**src/rtl/led_gpio_bank.sv**
```systemverilog
// rtl/led_gpio_bank.sv - memory-mapped LED/GPIO output bank with static, blink and PWM modes
// Optional SET/CLR registers are enabled with macro LED_GPIO_BANK_SETCLR_EN.
module led_gpio_bank #(
  parameter int          NumChannels = 2,
  parameter int          ChanWidth   = 4,
  parameter logic [31:0] BaseAddr    = 32'h0000c000,
  parameter int          TickDiv     = 1000
) (
  input  logic                             clk_i,
  input  logic                             rst_i,
  input  logic                             req_i,
  output logic                             gnt_o,
  output logic                             rvalid_o,
  input  logic                             we_i,
  input  logic [3:0]                       be_i,
  input  logic [31:0]                      addr_i,
  input  logic [31:0]                      wdata_i,
  output logic [31:0]                      rdata_o,
  output logic                             err_o,
  output logic [NumChannels*ChanWidth-1:0] led_o
);

  localparam int PW = $clog2(TickDiv);

  logic [NumChannels-1:0][ChanWidth-1:0] out_q, out_d;
  logic [NumChannels-1:0][1:0]           mode_q, mode_d;
  logic [NumChannels-1:0][7:0]           duty_q, duty_d;
  logic [NumChannels-1:0][15:0]          period_q, period_d;
  logic [NumChannels-1:0][15:0]          bcnt_q, bcnt_d;
  logic [NumChannels-1:0]                phase_q, phase_d;
  logic [PW-1:0]                         pres_q, pres_d;
  logic [7:0]                            pwm_q, pwm_d;
  logic [NumChannels*ChanWidth-1:0]      led_q, led_d;
  logic                                  rvalid_q, rvalid_d;
  logic                                  err_q, err_d;
  logic [31:0]                           rdata_q, rdata_d;

  logic        tick;
  logic [31:0] woff;
  logic [31:0] blk;
  logic [1:0]  sub;
  logic        unused_bits;

  assign woff        = (addr_i - BaseAddr) >> 2;
  assign blk         = woff >> 2;
  assign sub         = woff[1:0];
  assign tick        = (pres_q == PW'(TickDiv - 1));
  assign unused_bits = ^{addr_i[1:0], wdata_i[7:0]};

  assign gnt_o    = req_i;
  assign rvalid_o = rvalid_q;
  assign rdata_o  = rdata_q;
  assign err_o    = err_q;
  assign led_o    = led_q;

  // Next-state for counters, register file, bus response and LED outputs.
  always_comb begin
    out_d    = out_q;
    mode_d   = mode_q;
    duty_d   = duty_q;
    period_d = period_q;
    bcnt_d   = bcnt_q;
    phase_d  = phase_q;
    pres_d   = tick ? '0 : pres_q + PW'(1);
    pwm_d    = pwm_q + 8'd1;
    rvalid_d = req_i;
    rdata_d  = '0;
    err_d    = 1'b0;
    led_d    = '0;

    // Blink counters advance on the prescaler tick; a CFG write below overrides this.
    for (int c = 0; c < NumChannels; c++) begin
      if (tick && (period_q[c] != 16'd0)) begin
        if (bcnt_q[c] == period_q[c] - 16'd1) begin
          bcnt_d[c]  = '0;
          phase_d[c] = ~phase_q[c];
        end else begin
          bcnt_d[c] = bcnt_q[c] + 16'd1;
        end
      end
    end

    if (req_i) begin
      err_d = 1'b1;
      if (woff == 32'd0) begin
        err_d = 1'b0;
        if (!we_i) rdata_d = {16'b0, 8'(ChanWidth), 8'(NumChannels)};
      end
      for (int c = 0; c < NumChannels; c++) begin
        if (blk == 32'(c + 1)) begin
          case (sub)
            2'd0: begin
              err_d = 1'b0;
              if (we_i) begin
                if (be_i[0]) out_d[c] = wdata_i[ChanWidth-1:0];
              end else begin
                rdata_d = 32'(out_q[c]);
              end
            end
            2'd1: begin
              err_d = 1'b0;
              if (we_i) begin
                if (be_i[0]) mode_d[c] = wdata_i[1:0];
                if (be_i[1]) duty_d[c] = wdata_i[15:8];
                if (be_i[2]) period_d[c][7:0] = wdata_i[23:16];
                if (be_i[3]) period_d[c][15:8] = wdata_i[31:24];
                if (be_i != 4'd0) begin
                  bcnt_d[c]  = '0;
                  phase_d[c] = 1'b1;
                end
              end else begin
                rdata_d = {period_q[c], duty_q[c], 6'b0, mode_q[c]};
              end
            end
`ifdef LED_GPIO_BANK_SETCLR_EN
            2'd2: begin
              err_d = 1'b0;
              if (we_i && be_i[0]) out_d[c] = out_q[c] | wdata_i[ChanWidth-1:0];
            end
            2'd3: begin
              err_d = 1'b0;
              if (we_i && be_i[0]) out_d[c] = out_q[c] & ~wdata_i[ChanWidth-1:0];
            end
`else
            default: err_d = 1'b1;
`endif
          endcase
        end
      end
      if (err_d) rdata_d = '0;
    end

    // Outputs follow the post-write register state so writes show up one cycle later.
    for (int c = 0; c < NumChannels; c++) begin
      case (mode_d[c])
        2'd1:    led_d[c*ChanWidth +: ChanWidth] =
                   ((period_d[c] == 16'd0) || phase_d[c]) ? out_d[c] : '0;
        2'd2:    led_d[c*ChanWidth +: ChanWidth] = (pwm_q < duty_d[c]) ? out_d[c] : '0;
        default: led_d[c*ChanWidth +: ChanWidth] = out_d[c];
      endcase
    end
  end

  // State registers with synchronous reset; blink phase resets to 1.
  always_ff @(posedge clk_i) begin
    if (rst_i) begin
      out_q    <= '0;
      mode_q   <= '0;
      duty_q   <= '0;
      period_q <= '0;
      bcnt_q   <= '0;
      phase_q  <= '1;
      pres_q   <= '0;
      pwm_q    <= '0;
      led_q    <= '0;
      rvalid_q <= 1'b0;
      err_q    <= 1'b0;
      rdata_q  <= '0;
    end else begin
      out_q    <= out_d;
      mode_q   <= mode_d;
      duty_q   <= duty_d;
      period_q <= period_d;
      bcnt_q   <= bcnt_d;
      phase_q  <= phase_d;
      pres_q   <= pres_d;
      pwm_q    <= pwm_d;
      led_q    <= led_d;
      rvalid_q <= rvalid_d;
      err_q    <= err_d;
      rdata_q  <= rdata_d;
    end
  end

endmodule

```
**config.mk**
```make
export PLATFORM = sky130hd
export DESIGN_NAME = led_gpio_bank
export DESIGN_NICKNAME = d
export VERILOG_FILES = /design/src/rtl/led_gpio_bank.sv
export SDC_FILE = /design/constraint.sdc
export NUM_CORES = 1
export LEC_CHECK = 0
export BUFFER_PORTS_ARGS = -buffer_cell sky130_fd_sc_hd__buf_2
export CAP_MARGIN = 5
export CORE_ASPECT_RATIO = 0.5
export CORE_MARGIN = 1.5
export CORE_UTILIZATION = 30
export CTS_BUF_LIST = sky130_fd_sc_hd__clkbuf_16
export CTS_CLUSTER_SIZE = 24
export DETAILED_ROUTE_END_ITERATION = 10
export PLACE_DENSITY_LB_ADDON = 0.2
export SLEW_MARGIN = 20
export SYNTH_ARGS = -nofsm -noshare
export SYNTH_HDL_FRONTEND = slang
export SYNTH_SLANG_ARGS = --single-unit
```
**constraint.sdc**
```tcl
create_clock -name clk_i -period 13.75 [get_ports clk_i]
set_clock_uncertainty 0.1 [all_clocks]
set_input_delay 4.125 -clock clk_i [delete_from_list [all_inputs] [get_ports clk_i]]
set_output_delay 4.125 -clock clk_i [all_outputs]
set_load 0.005 [all_outputs]
```
Yosys cells after proc, flatten, opt, wreduce, memory -nomap -nowiden. Cells that the tools add are included.

Bits of input ports: 72. Logic and storage cells: 139. Output and inout bits: 43. Bits in registers: 154.

Bitwise logic cells: 3. Order comparisons: 2. Reductions and logical operators: 15. Muxes and demuxes: 85. Equal/unequal tests: 10. Add/subtract/negate cells: 7.

Operators with widths (count): $mux W16 (19); $mux W32 (8); $pmux W32 S2 (2); $mux W8 (13); $mux W4 (13); $add A16 B1 Y16 const B (2); $eq A16 B16 Y1 (2); $logic_not A16 Y1 (2); $logic_not A32 Y1 (1); $reduce_bool A16 Y1 (2); $sub A16 B1 Y16 const B (2); $sub A32 B16 Y32 const B (1); $eq A28 B1 Y1 const B (1); $eq A28 B2 Y1 const B (1); $mux W11 (2); $mux W2 (9); $mux W1 (17); $lt A8 B8 Y1 (2); $pmux W4 S2 (2); $add A10 B1 Y10 const B (1); $eq A10 B10 Y1 const B (1); $add A8 B1 Y8 const B (1); $eq A2 B1 Y1 const B (3); $reduce_or A2 Y1 (3); 7 further kinds (12).

Logic depth before layout (Yosys ltp). Gate-level depths: netlist of run 1.

Depth in word-level cells: 12. Depth in mapped cells: 15. Depth with buffers taken out: 14.

Least setup slack after synthesis of run 1. Ideal clock, no wire load.

Path kind: input port to output port. Start: input req_i. End: output gnt_o. Cell stages on the path: 1. Required time: 9.525 ns. Path slack: 5.289 ns. Arrival time: 4.236 ns. Buffers on the path: 1. Cell sequence: buf_4.

RTL lines: from (decl) (RTL line 11) `input logic req_i,`; to (decl) (RTL line 12) `output logic gnt_o,`.

No word-level cell between the ends.

Final worst setup path of run 1.
Start: input req_i. End: output gnt_o.

No word-level cell between the ends.

==> results of run 1 <==
## final timing paths
kind | startpoint | to | depth (start not counted)
worst min-delay path | pres_q[0] | pres_q[0] | 1
worst max-delay path | req_i | gnt_o | 2
worst max register to register | period_q[18] | led_o[5] | 8
worst min register to register | pres_q[0] | pres_q[0] | 1
## cell usage in the layout (no fill, tap or decap), drive strengths merged, types with 4 or more instances in the layout
master and count:
dfxtp 150, nor2 135, nand2 110, buf 109, a21oi 50, xor2 46, xnor2 38, mux2i 32
nand3 30, nor4 26, a22oi 25, ha 25, nor3 22, inv 19, clkbuf 17, nand4 15
and3 10, nor2b 8, and4 8, o21ai 8, or3 8, or4 8, a31oi 7, nor4b 7
o21a 6, a21boi 5, nand3b 4, a211oi 4, nand2b 4, conb 4, clkinvlp 4, nor3b 4
clkinv 4
## power by group
group	switching, mW	internal, mW
registers	0.00190	0.436
logic	0.0192	0.0126
clock network	0.180	0.260
total	0.201	0.709
## area by class of cell
class                      count  area [um^2]
fill                        2558        15400
antenna                        1         2.50
tap                          336          420
multi-input combinational    688         4300
clock inverter                13          120
inverter                      16         60.1
clock buffer                  17          425
sequential                   150         3000
timing repair buffer         109          558
## cell families after synthesis
logic type	after synthesis	synth area share (%)
other	1	0.0497
flip-flops	150	39.8
multiplexers	35	4.70
XOR/XNOR	84	9.76
AND/OR/NAND/NOR	413	27.0
adder cells (fa/ha/maj)	25	4.15
buffers and inverters	57	3.50
AO/OA/AOI/OAI	127	11.0
## registers in the layout, indices dropped and copies added (netlist names)
name	flops
bcnt_q	32
pres_q	10
mode_q	4
phase_q	2
rvalid_o	1
err_o	1
out_q	8
duty_q	16
rdata_o	28
led_o	8
pwm_q	8
period_q	32
## stage by stage
| step | total power [mW] | utilization (%) | hold WS [ns] |
|---|---|---|---|
| final | 0.910 | 36.6 | 0.366 |
| after global routing | 0.949 | 36.6 | 0.406 |
| after CTS | 0.926 | 36.5 | 0.369 |
| after floorplan | 0.463 | - | 0.326 |
| after global placement | 0.479 | 34.3 | 0.339 |
| after detailed placement | 0.480 | 34.3 | 0.355 |
## metal layers
layer	global-route usage (%)	vias up	wire length [um]	share of wire [%]
met5	0	-	0	0
met4	4.19	0	190	0.91
met3	5.32	13	1010	4.8
met2	26.5	110	9580	46
met1	23.0	3123	10200	49
li1	-	3309	-	-
==> metrics.md, run 1 <==
| Metric | Value |
|---|---|
| Outcome | `completed` |
| Most used cell along the critical path | `buf_2` |
| Final HPWL DP | `15.9 mm` |
| Syn. warnings | `0` |
| Top FF cell, synth | `dfxtp_1` |
| Clk sinks | `150` |
| I/O pin count | `115` |
| Highest clock rate | `116 MHz` |
| Skew-Pair Late Insertion Delay | `0.43 ns` |
| Synth area leaders | `dfxtp_1 (40%), nor2_1 (6.7%), nand2_1 (5.4%), xor2_1 (5.3%), xnor2_1 (4.4%)` |
| Post-synthesis sequential area ratio | `39.8%` |
| Fin crit share | `62.6%` |
| R2R setup slack | `10.05 ns` |
| Final setup violation count | `0` |
| Cell Area, Synth | `7540 um^2` |
| Relative slew margins | `27.3%` |
| Most common library cells after synthesis | `dfxtp_1 (150), nor2_1 (135), nand2_1 (109)` |
| PortBufs | `104` |
| Area share of the largest cell type after synthesis | `39.8%` |
| VDD IR max | `0.0609 mV` |
| Placeable Area | `24300 um^2` |
| Non-filler cells, final | `1330` |
| Post-DP Area | `8340 um^2` |
| Netlist cell types | `72` |
| DR pass1 iterations | `5` |
| Clock Path Buffers | `2` |
| DR vias | `6555` |
| Critical Setup Path Class | `in2out` |
| CP max stage delay | `0.13 ns` |
| Syn Area/Cell | `8.45 um^2` |
| Final WL | `20.9 mm` |
| Post_cts resized | `0` |
| Yosys reg bits | `150` |
| Initial antenna violation count | `1` |
| Pwr dens | `102 nW/um^2` |
| Leak pwr | `3.57 nW` |
| Num rows | `40` |
| First-pass GRT wire length | `34.5 mm` |
| Worst path bufs/invs | `2` |
| Fraction of layout cells with a size suffix above 1 | `16.1%` |
| Cell taking the most area after synthesis | `dfxtp_1` |
| Final Hold Viols | `0` |
| Nets | `1079` |
| Pre-CTS setup slack | `5.15 ns` |
| EDFF count, synth | `0` |
| Critical Path RT | `9.52 ns` |
| Crit path arrival time | `4.38 ns` |
| Crit-path cells | `buf_2, buf_2` |
| Placed cells | `1299` |
| GRT Residual Overflow | `0` |
| MaxCap Viol Count | `0` |
| Final ANT Viol Nets | `0` |
| CP startpoint kind | `input pin` |
| Synth Instances | `892` |
| Setup TNS | `0 ns` |
| Clock period minus worst slack | `8.60 ns` |
| Drc violations | `0` |
| TritonCTS buffer count | `17` |
| Synth async-reset ratio | `0%` |
| Initial drt markers | `419` |
| Post-CTS Setup Inserts | `0` |
| DIE AREA | `26200 um^2` |
| Pin count of the biggest net entering global routing | `79` |
| Wirelength per Cell | `15.7 um` |
| Initial Util | `31.0%` |
| CP Max Fanout | `5` |
| Worst hold path type | `reg2reg` |
| Clk slew on worst S/H paths | `0.06 ns` |
| RSZ-0062 raised after global routing | `false` |
| CTS Root Cell | `clkbuf_16` |
| Worst Max-Slew Pin Slew | `1.08 ns` |
| Final WS setup | `5.15 ns` |
| Overall routing resource usage | `17.1%` |
| CTS tree | `done` |
| Die X | `227 um` |
| Kind of end point of the critical path | `output port` |
| H-tree levels | `4` |
| Slew Viols, Final | `0` |
| Delay-heaviest family, CP | `buffers and inverters` |
| Synth-to-layout area growth | `17.9%` |
| Slowest stage cell, crit path | `buf_2` |
| Count leader, synth | `dfxtp_1` |
| Chip Height | `115 um` |
| Placer Congestion | `0.870` |
| Number of global-route vias before repair | `6458` |
| Cts hold-fix bufs | `0` |
| Post-DR vias/cell | `4.93` |
| Design area | `8890 um^2` |
Note: power is estimated with default switching activity, not from simulation.
==> inputs of run 2 (changes only) <==
- clock period: 13.75 -> 9 ns (I/O delays scaled with it)
==> run 2 against run 1 <==
Compared with the run above:
- die area unchanged
- setup slack worse by 2.6 ns
- routed wire length rose by 0.72%
- combinational power increased by 53%
- global-route usage shrank 0.14 points
- first-iteration DRC count up 1.9%
- non-clock buffer count is the same
- cell area up 0.27%
- register-to-register slack worse by 4.8 ns
- clock-buffer cell count did not move
- largest cell class unchanged
==> metrics.md, run 2 (synthesized netlist as in run 1, its figures left out) <==
| Metric | Value |
|---|---|
| H-tree levels | `4 (unchanged)` |
| Final WL | `21.1 mm (+0.72%)` |
| P_int | `1.09 mW (+53%)` |
| Post-CTS Setup Inserts | `0 (unchanged)` |
| Clock Path Buffers | `2 (unchanged)` |
| Overall routing resource usage | `16.9% (-0.14 points)` |
| Clk pwr share | `49.3% (+1.0 points)` |
| CTS Root Cell | `clkbuf_16` |
| Worst hold path type | `reg2reg` |
| Multi-input combinational cell area | `4310 um^2 (+0.20%)` |
| Leak pwr | `3.58 nW (+0.29%)` |
| Post-DR vias/cell | `4.93 (+0.11%)` |
| Final setup violation count | `0 (unchanged)` |
| DIE AREA | `26200 um^2 (unchanged)` |
| RSZ-0062 raised after global routing | `false` |
| MaxCap Viol Count | `0 (unchanged)` |
| Most frequent cells in the layout | `dfxtp_1 (150), nor2_1 (135), nand2_1 (109)` |
| Setup TNS | `0 ns (unchanged)` |
| Critical Path RT | `9.24 ns (-0.28 ns)` |
| Power, Total | `1.42 mW (+56%)` |
| Fin crit share | `72.0%` |
| Slew Viols, Final | `0 (unchanged)` |
| DRT met1 WL | `10.3 mm (+1.4%)` |
| Switching Fraction | `23.1% (+1.1 points)` |
| Highest clock rate | `154 MHz` |
| Final Hold Viols | `0 (unchanged)` |
| Num rows | `40 (unchanged)` |
| Non-filler cells, final | `1331 (+0.075%)` |
| CTS tree | `done` |
| Initial drt markers | `427 (+1.9%)` |
| Initial Util | `31.0% (unchanged)` |
| I/O pin count | `115 (unchanged)` |
| Clock period minus worst slack | `6.48 ns` |
| Fraction of layout cells with a size suffix above 1 | `16.1% (-0.016 points)` |
| Sw power | `0.327 mW (+63%)` |
| VDD IR max | `0.145 mV (+140%)` |
| Final HPWL DP | `15.8 mm (-1.1%)` |
| Chip Height | `115 um (unchanged)` |
| Top Layer Used | `met4` |
| DR pass1 iterations | `5 (unchanged)` |
| Post_cts resized | `0 (unchanged)` |
| Die X | `227 um (unchanged)` |
| Share of power burned in registers | `47.3% (-0.9 points)` |
| Wirelength per Cell | `15.8 um (+0.65%)` |
| Fin util | `36.7% (+0.098 points)` |
| Kind of end point of the critical path | `register` |
| Synth-to-layout area growth | `18.2%` |
| Placeable Area | `24300 um^2 (unchanged)` |
| Drc violations | `0 (unchanged)` |
| PortBufs | `104 (unchanged)` |
| Outcome | `completed` |
| TritonCTS buffer count | `17 (unchanged)` |
| Comb power frac | `3.4% (about the same)` |
| DR vias | `6567 (+0.18%)` |
| Final WS setup | `2.52 ns (-2.62 ns)` |
| Initial antenna violation count | `1 (unchanged)` |
| First-pass GRT wire length | `34.0 mm (-1.4%)` |
| Most common cell after layout, fill and taps aside | `dfxtp_1` |
| Pin count of the biggest net entering global routing | `79 (unchanged)` |
| Nets | `1079 (unchanged)` |
| Worst Max-Slew Pin Slew | `1.07 ns (-0.0149 ns)` |
| Met2 WL post-DR | `9.37 mm (-2.1%)` |
| Relative slew margins | `28.3% (+1.0 points)` |
| Final ANT Viol Nets | `0 (unchanged)` |
| GRT Residual Overflow | `0 (unchanged)` |
| Crit path arrival time | `6.71 ns (+2.33 ns)` |
| Wire length on met3 | `1.04 mm (+3.1%)` |
| Pre-CTS setup slack | `2.16 ns (-2.99 ns)` |
| Placed cells | `1299 (unchanged)` |
| Pwr dens | `159 nW/um^2 (+55%)` |
| Number of global-route vias before repair | `6378 (-1.2%)` |
| Cts hold-fix bufs | `0 (unchanged)` |
| Critical Setup Path Class | `in2reg` |
| Number of fill cells in the layout | `2586 (+1.1%)` |
| Clk slew on worst S/H paths | `0.07 ns (about the same)` |
| Placer Congestion | `0.878 (+0.91%)` |
| CP startpoint kind | `input pin` |
| Skew-Pair Late Insertion Delay | `0.45 ns (+0.02 ns)` |
| Clk sinks | `150 (unchanged)` |
| Register area | `3000 um^2 (unchanged)` |
| CP Max Fanout | `12 (+7)` |
==> run 2: final timing paths <==
path	from	end	slack (ns)	cells past startpoint
hold / removal	pres_q[0]	pres_q[0]	0.37	1
setup / recovery	addr_i[23]	led_o[0]	2.52	14
hold reg to reg	pres_q[0]	pres_q[0]	0.37	1
setup reg to reg	period_q[0]	phase_q[0]	5.26	10
==> run 2: metal layers <==
metal | vias up | GRT usage, %
li1 | 3307 | -
met1 | 3110 | 22.8
met2 | 124 | 26.3
met3 | 26 | 4.40
met4 | 0 | 5.78
met5 | - | 0
==> run 2: final cells by class <==
| cell class | instances | share of cell area (%) |
|---|---|---|
| antenna | 1 | 0.0281 |
| timing repair buffer | 109 | 6.26 |
| clock buffer | 17 | 4.77 |
| inverter | 16 | 0.674 |
| clock inverter | 14 | 1.52 |
| multi-input combinational | 688 | 48.4 |
| tap | 336 | 4.72 |
| sequential | 150 | 33.7 |
==> run 2: power groups by stage <==
stage | clock, mW | sequential (mW) | combinational [mW]
detailed placement | 0 | 0.684 | 0.0487
finish | 0.698 | 0.670 | 0.0488
global route | 0.743 | 0.670 | 0.0546
floorplan | 0 | 0.684 | 0.0238
global placement | 0 | 0.684 | 0.0480
CTS | 0.716 | 0.669 | 0.0489
==> run 2: critical path: stages <==
cell      delay (ns)
buf_2           0.09
nor4b_1         0.33
nand4_1         0.53
nor4_1          0.59
nand2_1         0.45
mux2i_1         0.25
ha_1            0.33
a21o_1          0.12
a21oi_1         0.07
o221ai_1        0.31
nor2_1          0.09
nor2_1          0.12
or3b_2          0.52
o21a_1          0.20
==> run 2: metrics by stage <==
stage,instance area [um^2],hold WS [ns]
2_1_floorplan,7550,0.326
3_3_place_gp,8340,0.340
3_5_place_dp,8340,0.348
4_1_cts,8900,0.363
5_1_grt,8910,0.400
6_report,8910,0.369
==> inputs of run 3 (changes only) <==
- clock period: 9 -> 6.2 ns (I/O delays scaled with it)
==> run 3 against run 2 <==
Compared with the run above:
- sequential power grew 45%
- via count fell by 0.12%
- cell area is 0.72% higher
- clock-buffer cell count unchanged
- hold slack about the same
- clock power increased by 53%
- register-to-register slack worse by 2.9 ns
- combinational power up 44%
- power increased by 49%
- die area did not move
- critical path depth unchanged
- flip-flop and latch count is the same
- critical endpoint is now led_o[3]
- highest routed layer unchanged
==> metrics.md, run 3 (synthesized netlist as in run 1, its figures left out) <==
| Metric | Value |
|---|---|
| Post-DR vias/cell | `4.91 (-0.50%)` |
| Hold Path Origin | `pres_q[0]` |
| Fraction of layout cells with a size suffix above 1 | `16.5% (+0.42 points)` |
| R2R setup slack | `2.40 ns (-2.86 ns)` |
| Pin count of the biggest net entering global routing | `43 (-46%)` |
| Highest clock rate | `185 MHz` |
| Overall routing resource usage | `16.8% (-0.085 points)` |
| CP startpoint kind | `input pin` |
| Skew-Pair Late Insertion Delay | `0.44 ns (about the same)` |
| Drc violations | `0 (unchanged)` |
| Final setup violation count | `0 (unchanged)` |
| Most common cell after layout, fill and taps aside | `dfxtp_1` |
| Initial Util | `31.0% (unchanged)` |
| Post_cts resized | `0 (unchanged)` |
| Num rows | `40 (unchanged)` |
| PortBufs | `104 (unchanged)` |
| Placeable Area | `24300 um^2 (unchanged)` |
| Pwr dens | `235 nW/um^2 (+48%)` |
| Placer Congestion | `0.852 (-2.9%)` |
| Non-filler cells, final | `1336 (+0.38%)` |
| Chip Height | `115 um (unchanged)` |
| Gr busiest metal | `met2` |
| DIE AREA | `26200 um^2 (unchanged)` |
| Clock period minus worst slack | `5.40 ns` |
| RR Startpoint | `period_q[0]` |
| Hold Path End | `pres_q[0]` |
| VDD IR max | `0.196 mV (+35%)` |
| TritonCTS buffer count | `17 (unchanged)` |
| Setup TNS | `0 ns (unchanged)` |
| Post-CTS Setup Inserts | `0 (unchanged)` |
| Synth-to-layout area growth | `19.1%` |
| CTS tree | `done` |
| Clock Path Buffers | `2 (unchanged)` |
| Outcome | `completed` |
| R2R Path End | `phase_q[0]` |
| Register area | `3000 um^2 (unchanged)` |
| Met2 Use GR | `26.0% (-0.28 points)` |
| FF-to-FF path depth | `9 (-1)` |
| I/O pin count | `115 (unchanged)` |
| Final WL | `20.9 mm (-0.73%)` |
| M1 GR Usage | `23.1% (+0.27 points)` |
| GRT Residual Overflow | `0 (unchanged)` |
| Critical Path RT | `6.43 ns (-2.81 ns)` |
| Critical Setup Path Class | `in2reg` |
| Crit path arrival time | `5.63 ns (-1.08 ns)` |
| Initial antenna violation count | `1 (unchanged)` |
| Initial drt markers | `376 (-12%)` |
| Final ANT Viol Nets | `0 (unchanged)` |
| Leak pwr | `3.63 nW (+1.4%)` |
| H-tree levels | `4 (unchanged)` |
| Clk slew on worst S/H paths | `0.06 ns (about the same)` |
| Number of global-route vias before repair | `6350 (-0.44%)` |
| DR vias | `6559 (-0.12%)` |
| GR Layer Usage met3 | `3.83% (-0.56 points)` |
| Relative slew margins | `44.6% (+16 points)` |
| Clk sinks | `150 (unchanged)` |
| Wirelength per Cell | `15.7 um (-1.1%)` |
| Number of fill cells in the layout | `2547 (-1.5%)` |
| Final Hold Viols | `0 (unchanged)` |
| Worst Max-Slew Pin Slew | `0.820 ns (-0.247 ns)` |
| CP Max Fanout | `8 (-4)` |
| First-pass GRT wire length | `33.8 mm (-0.41%)` |
| Placed cells | `1304 (+0.38%)` |
| Die X | `227 um (unchanged)` |
| Cts hold-fix bufs | `0 (unchanged)` |
| Final HPWL DP | `15.9 mm (+0.96%)` |
| RSZ-0062 raised after global routing | `false` |
| Most frequent cells in the layout | `dfxtp_1 (150), nor2_1 (135), nand2_1 (109)` |
| Nets | `1084 (+0.46%)` |
| CTS Root Cell | `clkbuf_16` |
| DR pass1 iterations | `5 (unchanged)` |
| Worst hold stages | `1 (unchanged)` |
| MaxCap Viol Count | `0 (unchanged)` |
| Multi-input combinational cell area | `4300 um^2 (-0.20%)` |
| Slew Viols, Final | `0 (unchanged)` |
| Kind of end point of the critical path | `register` |
| Fin crit share | `87.0%` |
| Worst hold path type | `reg2reg` |
==> run 3: cell count changes in the layout (fill, tap and decap cells not counted), moves of 3 or more <==
cell / delta
inv_1: +3
buf_4: +5
clkinvlp_4: -3
clkinv_1: -3
inv_6: -3
clkinv_2: +3
==> run 3: worst max path at each step <==
stage	end	slack, ns	start	depth (start not counted)
detailed placement	led_o[3]	0.35	addr_i[27]	14
floorplan	led_o[0]	1.13	addr_i[27]	13
global placement	led_o[1]	0.37	addr_i[27]	14
finish	led_o[3]	0.80	addr_i[27]	14
global route	led_o[3]	0.54	addr_i[27]	13
CTS	led_o[3]	0.80	addr_i[27]	14
==> run 3: layout make-up <==
type | count | share of cell area [%]
clock inverters | 14 | 1.90
diodes | 1 | 0.0279
well taps | 336 | 4.68
flip-flops and latches | 150 | 33.4
repair buffers | 114 | 6.63
clock buffers | 17 | 4.74
multi-input cells | 688 | 47.9
inverters | 16 | 0.669
==> run 3: metal layers <==
metal | up-vias | share of wire [%]
li1 | 3323 | -
met4 | 0 | 1.3
met5 | - | 0
met3 | 19 | 4.4
met2 | 107 | 45
met1 | 3110 | 50
==> run 3: power breakdown <==
part           internal [mW]  switching [mW]  leakage [nW]
sequential             0.968         0.00423          1.21
clock                  0.660           0.406         0.305
combinational         0.0279          0.0425          2.12
total                   1.66           0.452          3.63
==> run 3: metrics by stage <==
stage,utilization (%),setup slack [ns],power (mW),hold slack (ns),instance area [um^2]
after CTS,36.9,0.804,2.14,0.373,8980
final,36.9,0.804,2.11,0.369,8980
after floorplan,-,1.13,1.03,0.326,7550
after detailed placement,34.5,0.345,1.06,0.358,8380
after global placement,34.5,0.374,1.06,0.340,8380
after global routing,36.9,0.539,2.19,0.400,8980
==> run 3: worst max-delay path, stage by stage <==
cell,delay [ns]
buf_2,0.10
nor4_1,0.51
nand3_1,0.17
nor4_1,0.46
nand2_1,0.47
mux2i_1,0.25
ha_1,0.33
a21o_1,0.12
a21oi_1,0.07
o221ai_1,0.31
nor2_1,0.09
nor2_1,0.13
or3b_2,0.53
o21a_1,0.20
